### src/rtl/ram_port_arbiter.sv
// Two-port arbiter in front of a single-clock RAM with one read and one write port.
// A read and a write from different ports dual-issue; same-kind conflicts go round-robin.
module ram_port_arbiter #(
    parameter int unsigned dataWidth = 32,
    parameter int unsigned multWidth = 4
) (
    input  logic                 clk,
    input  logic                 resetn,
    input  logic                 req0,
    input  logic                 req1,
    input  logic                 we0,
    input  logic                 we1,
    input  logic [multWidth-1:0] addr0,
    input  logic [multWidth-1:0] addr1,
    input  logic [dataWidth-1:0] wdata0,
    input  logic [dataWidth-1:0] wdata1,
    output logic                 gnt0,
    output logic                 gnt1,
    output logic                 rvalid0,
    output logic                 rvalid1,
    output logic [dataWidth-1:0] rdata0,
    output logic [dataWidth-1:0] rdata1,
    output logic [multWidth-1:0] ramReadAddress,
    output logic [multWidth-1:0] ramWriteAddress,
    output logic                 ramWrite,
    output logic [dataWidth-1:0] ramIn,
    input  logic [dataWidth-1:0] ramOut
);

    logic prio_q, prio_d;
    logic rvalid0_q, rvalid1_q;
    logic conflict;
    logic rd0, rd1, wr0, wr1;

    always_comb begin
        // Conflict only when both want the same RAM port; read+write dual-issue
        conflict = req0 && req1 && (we0 == we1);
        gnt0     = req0 && (!conflict || !prio_q);
        gnt1     = req1 && (!conflict || prio_q);

        rd0 = gnt0 && !we0;
        rd1 = gnt1 && !we1;
        wr0 = gnt0 && we0;
        wr1 = gnt1 && we1;

        ramReadAddress = '0;
        if (rd0) begin
            ramReadAddress = addr0;
        end else if (rd1) begin
            ramReadAddress = addr1;
        end

        ramWrite        = wr0 || wr1;
        ramWriteAddress = '0;
        ramIn           = '0;
        if (wr0) begin
            ramWriteAddress = addr0;
            ramIn           = wdata0;
        end else if (wr1) begin
            ramWriteAddress = addr1;
            ramIn           = wdata1;
        end

        // The winner of a conflict hands priority to the loser
        prio_d = conflict ? ~prio_q : prio_q;
    end

    always_ff @(posedge clk or negedge resetn) begin
        if (!resetn) begin
            prio_q    <= 1'b0;
            rvalid0_q <= 1'b0;
            rvalid1_q <= 1'b0;
        end else begin
            prio_q    <= prio_d;
            rvalid0_q <= rd0;
            rvalid1_q <= rd1;
        end
    end

    assign rvalid0 = rvalid0_q;
    assign rvalid1 = rvalid1_q;
    assign rdata0  = ramOut;
    assign rdata1  = ramOut;

endmodule
### config.mk
export PLATFORM = sky130hd
export DESIGN_NAME = ram_port_arbiter
export DESIGN_NICKNAME = d
export VERILOG_FILES = /design/src/rtl/ram_port_arbiter.sv
export SDC_FILE = /design/constraint.sdc
export NUM_CORES = 1
export LEC_CHECK = 0
export ABC_AREA = 1
export ABC_CLOCK_PERIOD_IN_PS = 3100
export CAP_MARGIN = 25
export CORE_AREA = 2 2 84 86
export DETAILED_ROUTE_END_ITERATION = 16
export DIE_AREA = 0 0 86 88
export GPL_TIMING_DRIVEN = 0
export PLACE_DENSITY = 0.81
export SLEW_MARGIN = 20
export SYNTH_ARGS = -nofsm -noshare
export SYNTH_HDL_FRONTEND = slang
export SYNTH_SLANG_ARGS = --single-unit
export TNS_END_PERCENT = 30
### constraint.sdc
create_clock -name clk -period 3.1 [get_ports clk]
set_input_delay 0.775 -clock clk [delete_from_list [all_inputs] [get_ports clk]]
set_output_delay 0.775 -clock clk [all_outputs]
set_load 0.02 [all_outputs]
## Word-level counts from Yosys, hierarchy flattened

Index checks and enable logic that the tools add are counted.

| operators by class | value |
|---|---|
| multiplexer cells | 6 |
| shift-type cells | 0 |
| add/subtract/negate cells | 0 |
| div/mod/pow operators | 0 |
| bitwise operators | 1 |
| eq/ne operators | 1 |
| reductions and logical operators | 15 |
| order comparisons | 0 |
| multiply operators | 0 |

Operators by type and width:

| operator | count |
|---|---|
| 2-to-1 mux 32 bit | 2 |
| 2-to-1 mux 4 bit | 4 |
| logical AND 1 bit | 8 |
| zero test 1 bit | 4 |
| logical OR 1 bit | 3 |
| equality test 1 bit | 1 |
| inverter 1 bit | 1 |

| storage, ports and cells | value |
|---|---|
| output and inout port bits | 109 |
| memories | 0 |
| logic and storage cells | 26 |
| bits in latches | 0 |
| bits in writable memories | 0 |
| input port bits | 110 |
| ROM bits | 0 |
| flip-flop bits (word level) | 3 |

## Depth between registers and ports, before layout

Gate-level depths: netlist of run 1.

| depth | value |
|---|---|
| depth in word-level cells | 8 |
| gate-level depth with buffers | 7 |
| mapped depth without buffers | 5 |

## Worst setup path before layout of run 1

Ideal clock, no wire load.

| timing | value |
|---|---|
| kind | in2out |
| start point | input req0 |
| end point | output ramWrite |
| path slack | 0.739 ns |
| data required time | 2.325 ns |
| arrival | 1.586 ns |
| stages | 6 |
| path buffers | 1 |
| cell sequence | buf_4 -> nand2_1 -> inv_2 -> nand4_4 -> nand2_1 -> o21ai_1 |

| between the ends | value |
|---|---|
| word-level cells in the longest chain between the ends | 7 |
| elaborated cells on any way between the ends | 10 |
| classes of those cells | 10 x reduce/logical |

Ends and longest elaborated chain:

| item | RTL line | source |
|---|---|---|
| from (decl) | 9 | `input logic req0,` |
| logical AND 1 bit (2 in series) | 37 | `conflict = req0 && req1 && (we0 == we1);` |
| zero test 1 bit | 38, 39 |  |
| logical OR 1 bit (on tied branches) | 38, 39 |  |
| logical AND 1 bit (on tied branches) | 38, 39 |  |
| logical AND 1 bit (on tied branches) | 43, 44 |  |
| logical OR 1 bit (*) | 53 | `ramWrite = wr0 \|\| wr1;` |
| to (decl) | 25 | `output logic ramWrite,` |

Every way passes the cells marked *; elsewhere a longest branch is shown, timed or not.

## Worst setup path after layout of run 1

| timing | value |
|---|---|
| start point | input we0 |
| end point | output ramIn[22] |

| between the ends | value |
|---|---|
| word-level cells in the longest chain between the ends | 8 |
| elaborated cells on any way between the ends | 11 |
| classes of those cells | 1 x eq/ne; 2 x mux; 8 x reduce/logical |

Ends and longest elaborated chain:

| item | RTL line | source |
|---|---|---|
| from (decl) | 11 | `input logic we0,` |
| equality test 1 bit | 37 |  |
| logical AND 1 bit | 37 |  |
| zero test 1 bit | 38, 39 |  |
| logical OR 1 bit | 39 | `gnt1 = req1 && (!conflict \|\| prio_q);` |
| logical AND 1 bit | 39 |  |
| logical AND 1 bit | 44 | `wr1 = gnt1 && we1;` |
| 2-to-1 mux 32 bit | 59 | `end else if (wr1) begin` |
| 2-to-1 mux 32 bit (*) | 56 | `if (wr0) begin` |
| to (decl) | 26 | `output logic [dataWidth-1:0] ramIn,` |

Marked as above.

==> impl_results.md, run 1 <==
- H-tree lvl count: 1
- Most frequent cell after synthesis: nand4_1
- I/O pins: 219
- Placed cell count: 497
- Power Density: 212 nW/µm²
- First-pass GRT wire length: 11200 µm
- Global Route Usage Sum: 18.1%
- Adder-cell share of the synthesized area: 0%
- Yosys top cell by area: nand4_1
- Synthesized area per cell: 6.42 µm²
- DR iter-0 viols: 43
- Yosys top cell area share: 33.4%
- Die height: 88 µm
- Synth area leaders: nand4_1, buf_4, nand2_1
- RSZ-0062 raised after global routing: false
- Initial Util: 22.5%
- Full die area: 7570 µm²
- Slew @ Worst Pin: 523 ps
- P&R area growth vs syn: 131%
- CTS tree: yes
- CP endpoint kind: primary output
- Skew-Pair Late Insertion Delay: 220 ps
- Main combinational cell family by area after synthesis: simple AND/OR/NAND/NOR gates
- Vias per Instance: 4.72
- Synthesized area: 1500 µm²
- Type of origin of the critical path: input port
- CP max FO: 8
- Drt pass-1 iters: 5
- Yosys reg bits: 3
- Final number of hold-violating endpoints: 0
- Post-route clock skew: 3.24 ps
- Worst EP arrival: 2150 ps
- Most instantiated cells after synthesis: nand4_1, buf_4, nand2_1, buf_2, buf_6
- Post-synthesis simple-gate area fraction: 49.6%
- Leakage power: 1.63 nW
- Routed WL: 7390 µm
- Layout Cells excl Fill: 504
- Mux share of post-synthesis cell area: 0%
- Gpl congestion: 0.777
- Vias: 2377
- Fillers: 661
- Synth cell types: 15
- Number of synthesized flops with an enable pin: 0
- CORE AREA: 6640 µm²
- CTS Root Cell: clkbuf_8
- Post-Layout Inst Area: 3450 µm²
- Min Clock Period, post-route: 2930 ps
- Fmax: 342 MHz
- Ys async rst share: 100%
- Ys flop type: dfrtp_1
- Drt drc: 0
- Pin count of the biggest net entering global routing: 11
- Worst hold-check path type: register to register
- Fin. max-slew vios: 0
- # diodes: 0
- Clk buf depth: 2
- Worst Path Required: 2320 ps
- Die Span X: 86 µm
- Setup TNS: 0 ps
- Post-placement cell area: 3440 µm²
- Post-synthesis sequential area ratio: 5.02%
- Post-Syn Instances: 233
- # port buffers: 184
- Part of the cycle the worst path needs: 94.4%
- Synthesized net count: 343
- Peak VDD IR: 0.282 mV
- Post-Synth XOR/XNOR Area: 0%
- CTS Sinks: 3
- Max Cap Viol: 0
- Reg2reg path depth: 4
- Reg area: 75.1 µm²
- DR WL/cell: 14.7 µm
- Vias in the first global route: 2453
- Synth Warn #: 0
- Fin Hold WS: 565 ps
- Fin nets: 535
- Compound-cell area share of the yosys netlist: 0.334%
- Share of layout cells above drive strength 1: 30.7%
- Initial antenna violation count: 0
- WHS Path Cells: 2
- Clk slew on worst S/H paths: 30 ps
- Total gr overflow: 0
- HPWL after DPL: 6070 µm
- Row count: 30
- Multi-input gate area: 752 µm²
- Max-slew headroom: 65.2%
- Antenna viol nets, final: 0
- Status: completed
- Endpoints failing setup: 0
- Setup Crit Path Kind: input port to primary output
- Cts bufs inserted: 3
## worst paths after layout
check | start | endpoint | slack [ps]
hold reg to reg | prio_q$_DFFE_PN0N_ | prio_q$_DFFE_PN0N_ | 560
min in group asynchronous | resetn | rvalid0$_DFF_PN0_ | 740
setup / recovery | we0 | ramIn[22] | 170
hold / removal | prio_q$_DFFE_PN0N_ | prio_q$_DFFE_PN0N_ | 560
setup reg to reg | prio_q$_DFFE_PN0N_ | rvalid1$_DFF_PN0_ | 2010
max in group asynchronous | resetn | rvalid1$_DFF_PN0_ | 2220
## what timing repair did
| item | 4_1_cts | 5_1_grt |
|---|---|---|
| pin swaps | 2 | 0 |
| cloned | 2 | 0 |
| gates resized for setup | 104 | 28 |
| endpoints found under the setup margin | 43 | 40 |
| setup buffers | 1 | 0 |
| hold buffers | 0 | 0 |
## critical path: stages
cell             delay (ps)
dlygate4sd2_1           310
inv_2                    90
nand2_2                 130
nand4_4                 210
buf_4                   220
nand4_1                  80
nand2_1                  60
clkdlybuf4s15_2         250
## cells by family after synthesis
kind of cell | Yosys count
compound gates | 1
flops | 3
buf+inv | 96
simple gates | 133
## sequential cells by signal, indices dropped and copies added, names as in the netlist
register,flops
rvalid1,1
prio_q,1
rvalid0,1
## stage by stage
stage / total power, mW / utilization, % / worst slack (ps)
5_1_grt: 0.775 / 52.0 / 48.5
3_3_place_gp: 0.634 / 51.8 / -352
3_5_place_dp: 0.640 / 51.8 / -382
6_report: 0.732 / 52.0 / 173
2_1_floorplan: 0.343 / - / 739
4_1_cts: 0.745 / 53.2 / -42.7
## layout make-up
class / instances / share of cell area, %
multi-input combinational: 134 / 21.8
buffer: 90 / 19.3
inverter: 6 / 0.652
clock buffer: 4 / 1.30
tap: 80 / 2.90
timing repair buffer: 187 / 51.9
sequential: 3 / 2.17
## cell usage in the layout (no fill, tap or decap)
master,n
buf_1,4
buf_2,2
buf_4,73
buf_6,9
clkbuf_1,6
clkbuf_2,19
clkbuf_8,3
clkdlybuf4s15_1,5
clkdlybuf4s15_2,17
clkdlybuf4s50_1,139
dfrtp_1,3
dlygate4sd2_1,3
dlymetal6s2s_1,1
inv_1,3
inv_2,3
nand2_1,45
nand2_2,1
nand2_4,1
nand3_1,2
nand4_1,80
nand4_4,2
nor2_1,2
o21ai_1,1
## power breakdown
| part | switching, mW | internal (mW) | leakage [nW] | total [mW] |
|---|---|---|---|---|
| clock network | 0.0264 | 0.0877 | 0.0228 | 0.114 |
| registers | 0.00480 | 0.0446 | 0.0381 | 0.0494 |
| logic | 0.267 | 0.301 | 1.57 | 0.569 |
| total | 0.298 | 0.434 | 1.63 | 0.732 |
## metal layers
metal | track usage, % | routed length [µm] | up-vias
met3 | 2.83 | 648 | 9
met4 | 3.46 | 55 | 0
met5 | 0 | 0 | -
met2 | 37.0 | 4010 | 131
met1 | 19.4 | 2670 | 1080
li1 | - | - | 1157
No activity file was read; power rests on OpenSTA's default activity.
==> inputs of run 2 (changes only) <==
ABC_CLOCK_PERIOD_IN_PS = 3210   (was 3100)
CORE_AREA = 2 2 85 87   (was 2 2 84 86)
CTS_BUF_LIST = sky130_fd_sc_hd__clkbuf_8 sky130_fd_sc_hd__clkbuf_16   (was default)
DIE_AREA = 0 0 87 89   (was 0 0 86 88)
PLACE_DENSITY = 0.79   (was 0.81)
clock period = 3.21 ns   (was 3.1 ns; I/O delays follow)
==> run 2 against run 1 <==
Design area is essentially flat. Register-to-register slack better by 170 ps. Cell count is the same. Wire length shrank 2.4%. Critical path type unchanged. Critical path depth increased by 1. Combinational power fell by 4.2%. Flip-flop and latch count is the same. Largest power group unchanged. Sequential share of layout area about the same. Non-clock buffer count did not move. Global-route usage shrank 1.3 points.
==> impl_results.md, run 2 (synthesis gave the netlist of run 1 again) <==
- Global Route Usage Sum: 16.8% (-1.3 points)
- CP endpoint kind: primary output
- Switching part of the total: 41.0% (+0.23 points)
- Pin count of the biggest net entering global routing: 11 (unchanged)
- # diodes: 0 (unchanged)
- Clock network fraction of total power: 15.2% (-0.4 points)
- DR WL/cell: 14.3 µm (-2.4%)
- Min Clock Period, post-route: 3040 ps
- CORE AREA: 6720 µm² (+1.1%)
- Reg2reg end: rvalid1$_DFF_PN0_
- Commonest non-fill, non-tap cells in the layout: clkdlybuf4s50_1, nand4_1, buf_4, nand2_1, dlygate4sd2_1
- Fillers: 647 (-2.1%)
- CP max FO: 10 (+2)
- Fin nets: 535 (unchanged)
- Min-delay src: prio_q$_DFFE_PN0N_
- Worst hold-check path type: register to register
- Reg power frac: 6.9% (+0.2 points)
- R2r setup slk: 2180 ps (+170 ps)
- WHS Path Cells: 2 (unchanged)
- CP Depth: 9 (+1)
- HPWL after DPL: 6190 µm (+2.0%)
- Initial Util: 22.3% (-0.25 points)
- Row count: 30 (unchanged)
- Die Span X: 87 µm (+1.2%)
- Multi-input gate area: 752 µm² (unchanged)
- H-tree lvl count: 1 (unchanged)
- Total gr overflow: 0 (unchanged)
- Routed WL: 7210 µm (-2.4%)
- Setup Crit Path Kind: input port to primary output
- Antenna viol nets, final: 0 (unchanged)
- CTS hold repair buffers: 0 (unchanged)
- RSZ-0062 raised after global routing: false
- Crit path largest cell delay: 330 ps (+20 ps)
- Power Density: 203 nW/µm² (-4.4%)
- Peak VDD IR: 0.215 mV (-24%)
- Skew-Pair Late Insertion Delay: 220 ps (about the same)
- Reg2reg path depth: 4 (unchanged)
- P_int: 0.413 mW (-4.8%)
- Cts bufs inserted: 3 (unchanged)
- Max-slew headroom: 69.6% (+4.4 points)
- Vias in the first global route: 2281 (-7.0%)
- Comb power frac: 77.9% (+0.2 points)
- CTS tree: yes
- CTS Root Cell: clkbuf_8
- Max Cap Viol: 0 (unchanged)
- Setup TNS: 0 ps (unchanged)
- Post-layout power: 0.699 mW (-4.5%)
- Buffer and inverter count on the worst path: 5 (+1)
- Worst EP arrival: 2240 ps (+90 ps)
- Vias: 2380 (+0.13%)
- Slew @ Worst Pin: 457 ps (-65.9 ps)
- Full die area: 7740 µm² (+2.3%)
- Layout Cells excl Fill: 504 (unchanged)
- DR iter-0 viols: 71 (+65%)
- Commonest non-fill, non-tap cell in the layout: clkdlybuf4s50_1
- Initial antenna violation count: 0 (unchanged)
- FF-to-FF Start: prio_q$_DFFE_PN0N_
- Final number of hold-violating endpoints: 0 (unchanged)
- Gpl congestion: 0.797 (+2.6%)
- Drt drc: 0 (unchanged)
- Share of layout cells above drive strength 1: 24.8% (-5.9 points)
- Post-route clock skew: 1.50 ps (-1.73 ps)
- First-pass GRT wire length: 10600 µm (-5.0%)
- Type of origin of the critical path: input port
- Reg area: 75.1 µm² (unchanged)
- Part of the cycle the worst path needs: 94.8%
- Top Family by Delay on Critical Path: buffers and inverters
- Leakage power: 1.70 nW (+4.3%)
- Fmax: 329 MHz
- CTS Sinks: 3 (unchanged)
- I/O pins: 219 (unchanged)
- CP most frequent cell: dlygate4sd2_1
- Clk buf depth: 2 (unchanged)
- Placed cell count: 497 (unchanged)
- P&R area growth vs syn: 131% (about the same)
- Drt pass-1 iters: 4 (-1)
- Status: completed
- Vias per Instance: 4.72 (+0.13%)
- # port buffers: 184 (unchanged)
- Psw: 0.287 mW (-4.0%)
- Clk slew on worst S/H paths: 30 ps (about the same)
- Worst Path Required: 2410 ps (+90 ps)
- Endpoints failing setup: 0 (unchanged)
- Hold Path Sink: prio_q$_DFFE_PN0N_
- Crit-path cells: dlygate4sd2_1 > inv_2 > nand2_2 > nand4_4 > buf_12 > buf_6 > nand4_1 > nand2_1 > dlygate4sd2_1
- Fin. max-slew vios: 0 (unchanged)
- Die height: 89 µm (+1.1%)
- CP max-delay cell: dlygate4sd2_1
-- run 2: cell count changes in the layout (fill, tap and decap cells not counted) --
| cell | change |
|---|---|
| clkdlybuf4s15_2 | -16 |
| clkbuf_1 | -1 |
| buf_12 | +1 |
| buf_6 | -1 |
| inv_1 | +1 |
| dlygate4sd2_1 | +24 |
| clkbuf_2 | -9 |
| buf_2 | +2 |
| clkdlybuf4s50_1 | +1 |
| buf_4 | -2 |
-- run 2: timing repair --
item / in CTS / in global routing
gates resized for setup: 56 / 21
buffers inserted: 2 / 0
pin swaps: 1 / 0
gates cloned: 1 / 0
endpoints found under the setup margin: 43 / 40
-- run 2: power by group through the flow --
stage                     clock network, mW  registers, mW  logic (mW)
after floorplan                           0         0.0497       0.281
after global placement                    0         0.0478       0.565
after detailed placement                  0         0.0486       0.571
after CTS                             0.107         0.0482       0.552
after global routing                  0.110         0.0485       0.582
final                                 0.106         0.0482       0.545
-- run 2: worst min-delay path, cell delays in order (launching register included) --
cell     delay, ps
dfrtp_1        400
nand2_1         80
nand2_1         60
-- run 2: final cells by class --
cell class | count | share of cell area [%]
Clock inverter | 1 | 0.109
Clock buffer | 3 | 1.20
Inverter | 6 | 0.652
Tap cell | 80 | 2.90
Multi-Input combinational cell | 134 | 21.8
Timing Repair Buffer | 187 | 52.0
Sequential cell | 3 | 2.17
Buffer | 90 | 19.2
-- run 2: per-stage QoR --
step                hold WS (ps)  utilization [%]  area [µm²]  setup WS [ps]
floorplan                    507                -        1500            794
global placement             540             51.2        3440           -296
detailed placement           579             51.2        3440           -303
CTS                          588             51.9        3490           13.7
global route                 601             51.4        3450           77.5
finish                       584             51.4        3450            168
-- run 2: layer usage --
metal  track usage (%)  routed length, µm  vias up
met4              2.41                 51        0
met5                 0                  0        -
met2              34.1               3810      144
met1              17.7               2530     1077
met3              4.06                817        4
li1                  -                  -     1155
-- run 2: worst max-delay path by stage --
stage,start,slack (ps),end
floorplan,req0,790,ramWrite
global placement,we0,-300,ramIn[15]
detailed placement,we0,-300,ramIn[15]
CTS,we1,10,ramIn[31]
global route,we0,80,ramIn[22]
finish,we0,170,ramIn[6]
==> inputs of run 3 (changes only) <==
CAP_MARGIN = 20   (was 25)
SKIP_CTS_REPAIR_TIMING = 1   (was default)
TNS_END_PERCENT = 100   (was 30)
==> run 3 against run 2 <==
Clock-buffer cell count is the same. Critical path type unchanged. Global-route usage shrank 0.19 points. Hold slack gained 4.1 ps. Worst setup slack lost 80 ps. Largest cell class unchanged. Highest routed layer unchanged. Non-clock buffer count shrank 2. Critical path depth shrank 1.
==> impl_results.md, run 3 (synthesis gave the netlist of run 1 again) <==
- Antenna viol nets, final: 0 (unchanged)
- Full die area: 7740 µm² (unchanged)
- Worst hold-check path type: register to register
- CORE AREA: 6720 µm² (unchanged)
- Clk buf depth: 2 (unchanged)
- CP endpoint kind: primary output
- Die Span X: 87 µm (unchanged)
- CTS tree: yes
- Max Cap Viol: 0 (unchanged)
- Status: completed
- DP Worst Slack: -303 ps (unchanged)
- WHS Path Cells: 2 (unchanged)
- P_int: 0.431 mW (+4.4%)
- # diodes: 0 (unchanged)
- Drt drc: 0 (unchanged)
- Post-placement cell area: 3440 µm² (unchanged)
- Row count: 30 (unchanged)
- Initial Util: 22.3% (unchanged)
- Post-Layout Inst Area: 3610 µm² (+4.6%)
- Die height: 89 µm (unchanged)
- Clk slew on worst S/H paths: 30 ps (about the same)
- Vias: 2375 (-0.21%)
- Routed WL: 7240 µm (+0.36%)
- Min Clock Period, post-route: 3120 ps (+79.6 ps)
- Total gr overflow: 0 (unchanged)
- Post-route setup slack: 88.2 ps (-79.6 ps)
- HPWL after DPL: 6190 µm (unchanged)
- Comb power frac: 78.4% (+0.5 points)
- Final number of hold-violating endpoints: 0 (unchanged)
- Endpoints failing setup: 0 (unchanged)
- Post-route clock skew: 1.02 ps (-0.478 ps)
- Slew @ Worst Pin: 486 ps (+29.7 ps)
- Vias in the first global route: 2251 (-1.3%)
- Max-slew headroom: 67.6% (-2.0 points)
- Commonest non-fill, non-tap cells in the layout: clkdlybuf4s50_1, nand4_1, buf_4, nand2_1, dlymetal6s2s_1
- DR iter-0 viols: 69 (-2.8%)
- Share of layout cells above drive strength 1: 21.8% (-3.0 points)
- Part of the cycle the worst path needs: 97.3% (+2.5 points)
- Peak VDD IR: 0.214 mV (-0.72%)
- Gpl congestion: 0.797 (unchanged)
- Reg power frac: 6.7% (-0.2 points)
- Setup Crit Path Kind: input port to primary output
- Power Density: 198 nW/µm² (-2.0%)
- Worst EP arrival: 2320 ps (+80 ps)
- DR WL/cell: 14.4 µm (+0.76%)
- Skew-Pair Late Insertion Delay: 220 ps (about the same)
- Drt pass-1 iters: 4 (unchanged)
- Fmax: 320 MHz (-2.5%)
- Fin. max-slew vios: 0 (unchanged)
- First-pass GRT wire length: 10500 µm (-1.0%)
- I/O pins: 219 (unchanged)
- Fin Hold WS: 588 ps (+4.06 ps)
- RSZ-0062 raised after global routing: false
- Fin nets: 533 (-0.37%)
- CTS Sinks: 3 (unchanged)
- Leakage power: 2.18 nW (+29%)
- Psw: 0.286 mW (-0.24%)
- CTS Root Cell: clkbuf_8
- Type of origin of the critical path: input port
- CP max FO: 10 (unchanged)
- Vias per Instance: 4.73 (+0.19%)
- Clock network fraction of total power: 14.9% (-0.3 points)
- Worst Path Required: 2410 ps (about the same)
- Cts bufs inserted: 3 (unchanged)
- P&R area growth vs syn: 141%
- Switching part of the total: 39.9% (-1.1 points)
- Reg2reg path depth: 4 (unchanged)
- H-tree lvl count: 1 (unchanged)
- # port buffers: 184 (unchanged)
- Final core area utilization: 53.8% (+2.4 points)
- Pin count of the biggest net entering global routing: 11 (unchanged)
- Setup TNS: 0 ps (unchanged)
- Global Route Usage Sum: 16.6% (-0.19 points)
- Initial antenna violation count: 0 (unchanged)
- Commonest non-fill, non-tap cell in the layout: clkdlybuf4s50_1
==> run 3: layout make-up <==
type / instances / area, µm²
flip-flops and latches: 3 / 75.1
clock buffers: 3 / 41.3
fillers: 613 / 3110
multi-input cells: 134 / 747
clock inverters: 1 / 3.75
inverters: 6 / 22.5
plain buffers: 90 / 667
well taps: 80 / 100
repair buffers: 185 / 1960
==> run 3: critical path, cell delays in order <==
cell and delay (ps):
clkdlybuf4s50_1 550, inv_2 90, nand2_2 120, nand4_4 180, buf_6 200, nand4_1 80, nand2_1 70, dlymetal6s2s_1 210
==> run 3: power groups by stage <==
stage | combinational, mW | clock [mW] | sequential (mW)
4_1_cts | 0.573 | 0.107 | 0.0482
2_1_floorplan | 0.281 | 0 | 0.0497
3_5_place_dp | 0.571 | 0 | 0.0486
5_1_grt | 0.597 | 0.110 | 0.0485
3_3_place_gp | 0.565 | 0 | 0.0478
6_report | 0.562 | 0.107 | 0.0483
==> run 3: layer usage <==
layer	global-route usage (%)	wire length, µm	vias up
met5	0	0	-
li1	-	-	1153
met4	2.41	61	0
met2	33.5	3780	154
met1	17.7	2610	1062
met3	3.88	776	6
==> run 3: final timing paths <==
kind | start | endpoint | slack, ps
min in group asynchronous | resetn | prio_q$_DFFE_PN0N_ | 780
max in group asynchronous | resetn | rvalid1$_DFF_PN0_ | 2280
max reg2reg | prio_q$_DFFE_PN0N_ | rvalid0$_DFF_PN0_ | 2140
max | we0 | ramWriteAddress[1] | 90
min | prio_q$_DFFE_PN0N_ | prio_q$_DFFE_PN0N_ | 590
min reg2reg | prio_q$_DFFE_PN0N_ | prio_q$_DFFE_PN0N_ | 590
==> run 3: per-stage QoR <==
stage / instances / power, mW
finish: 502 / 0.717
CTS: 501 / 0.728
floorplan: 233 / 0.331
detailed placement: 497 / 0.620
global placement: 497 / 0.612
global route: 502 / 0.756
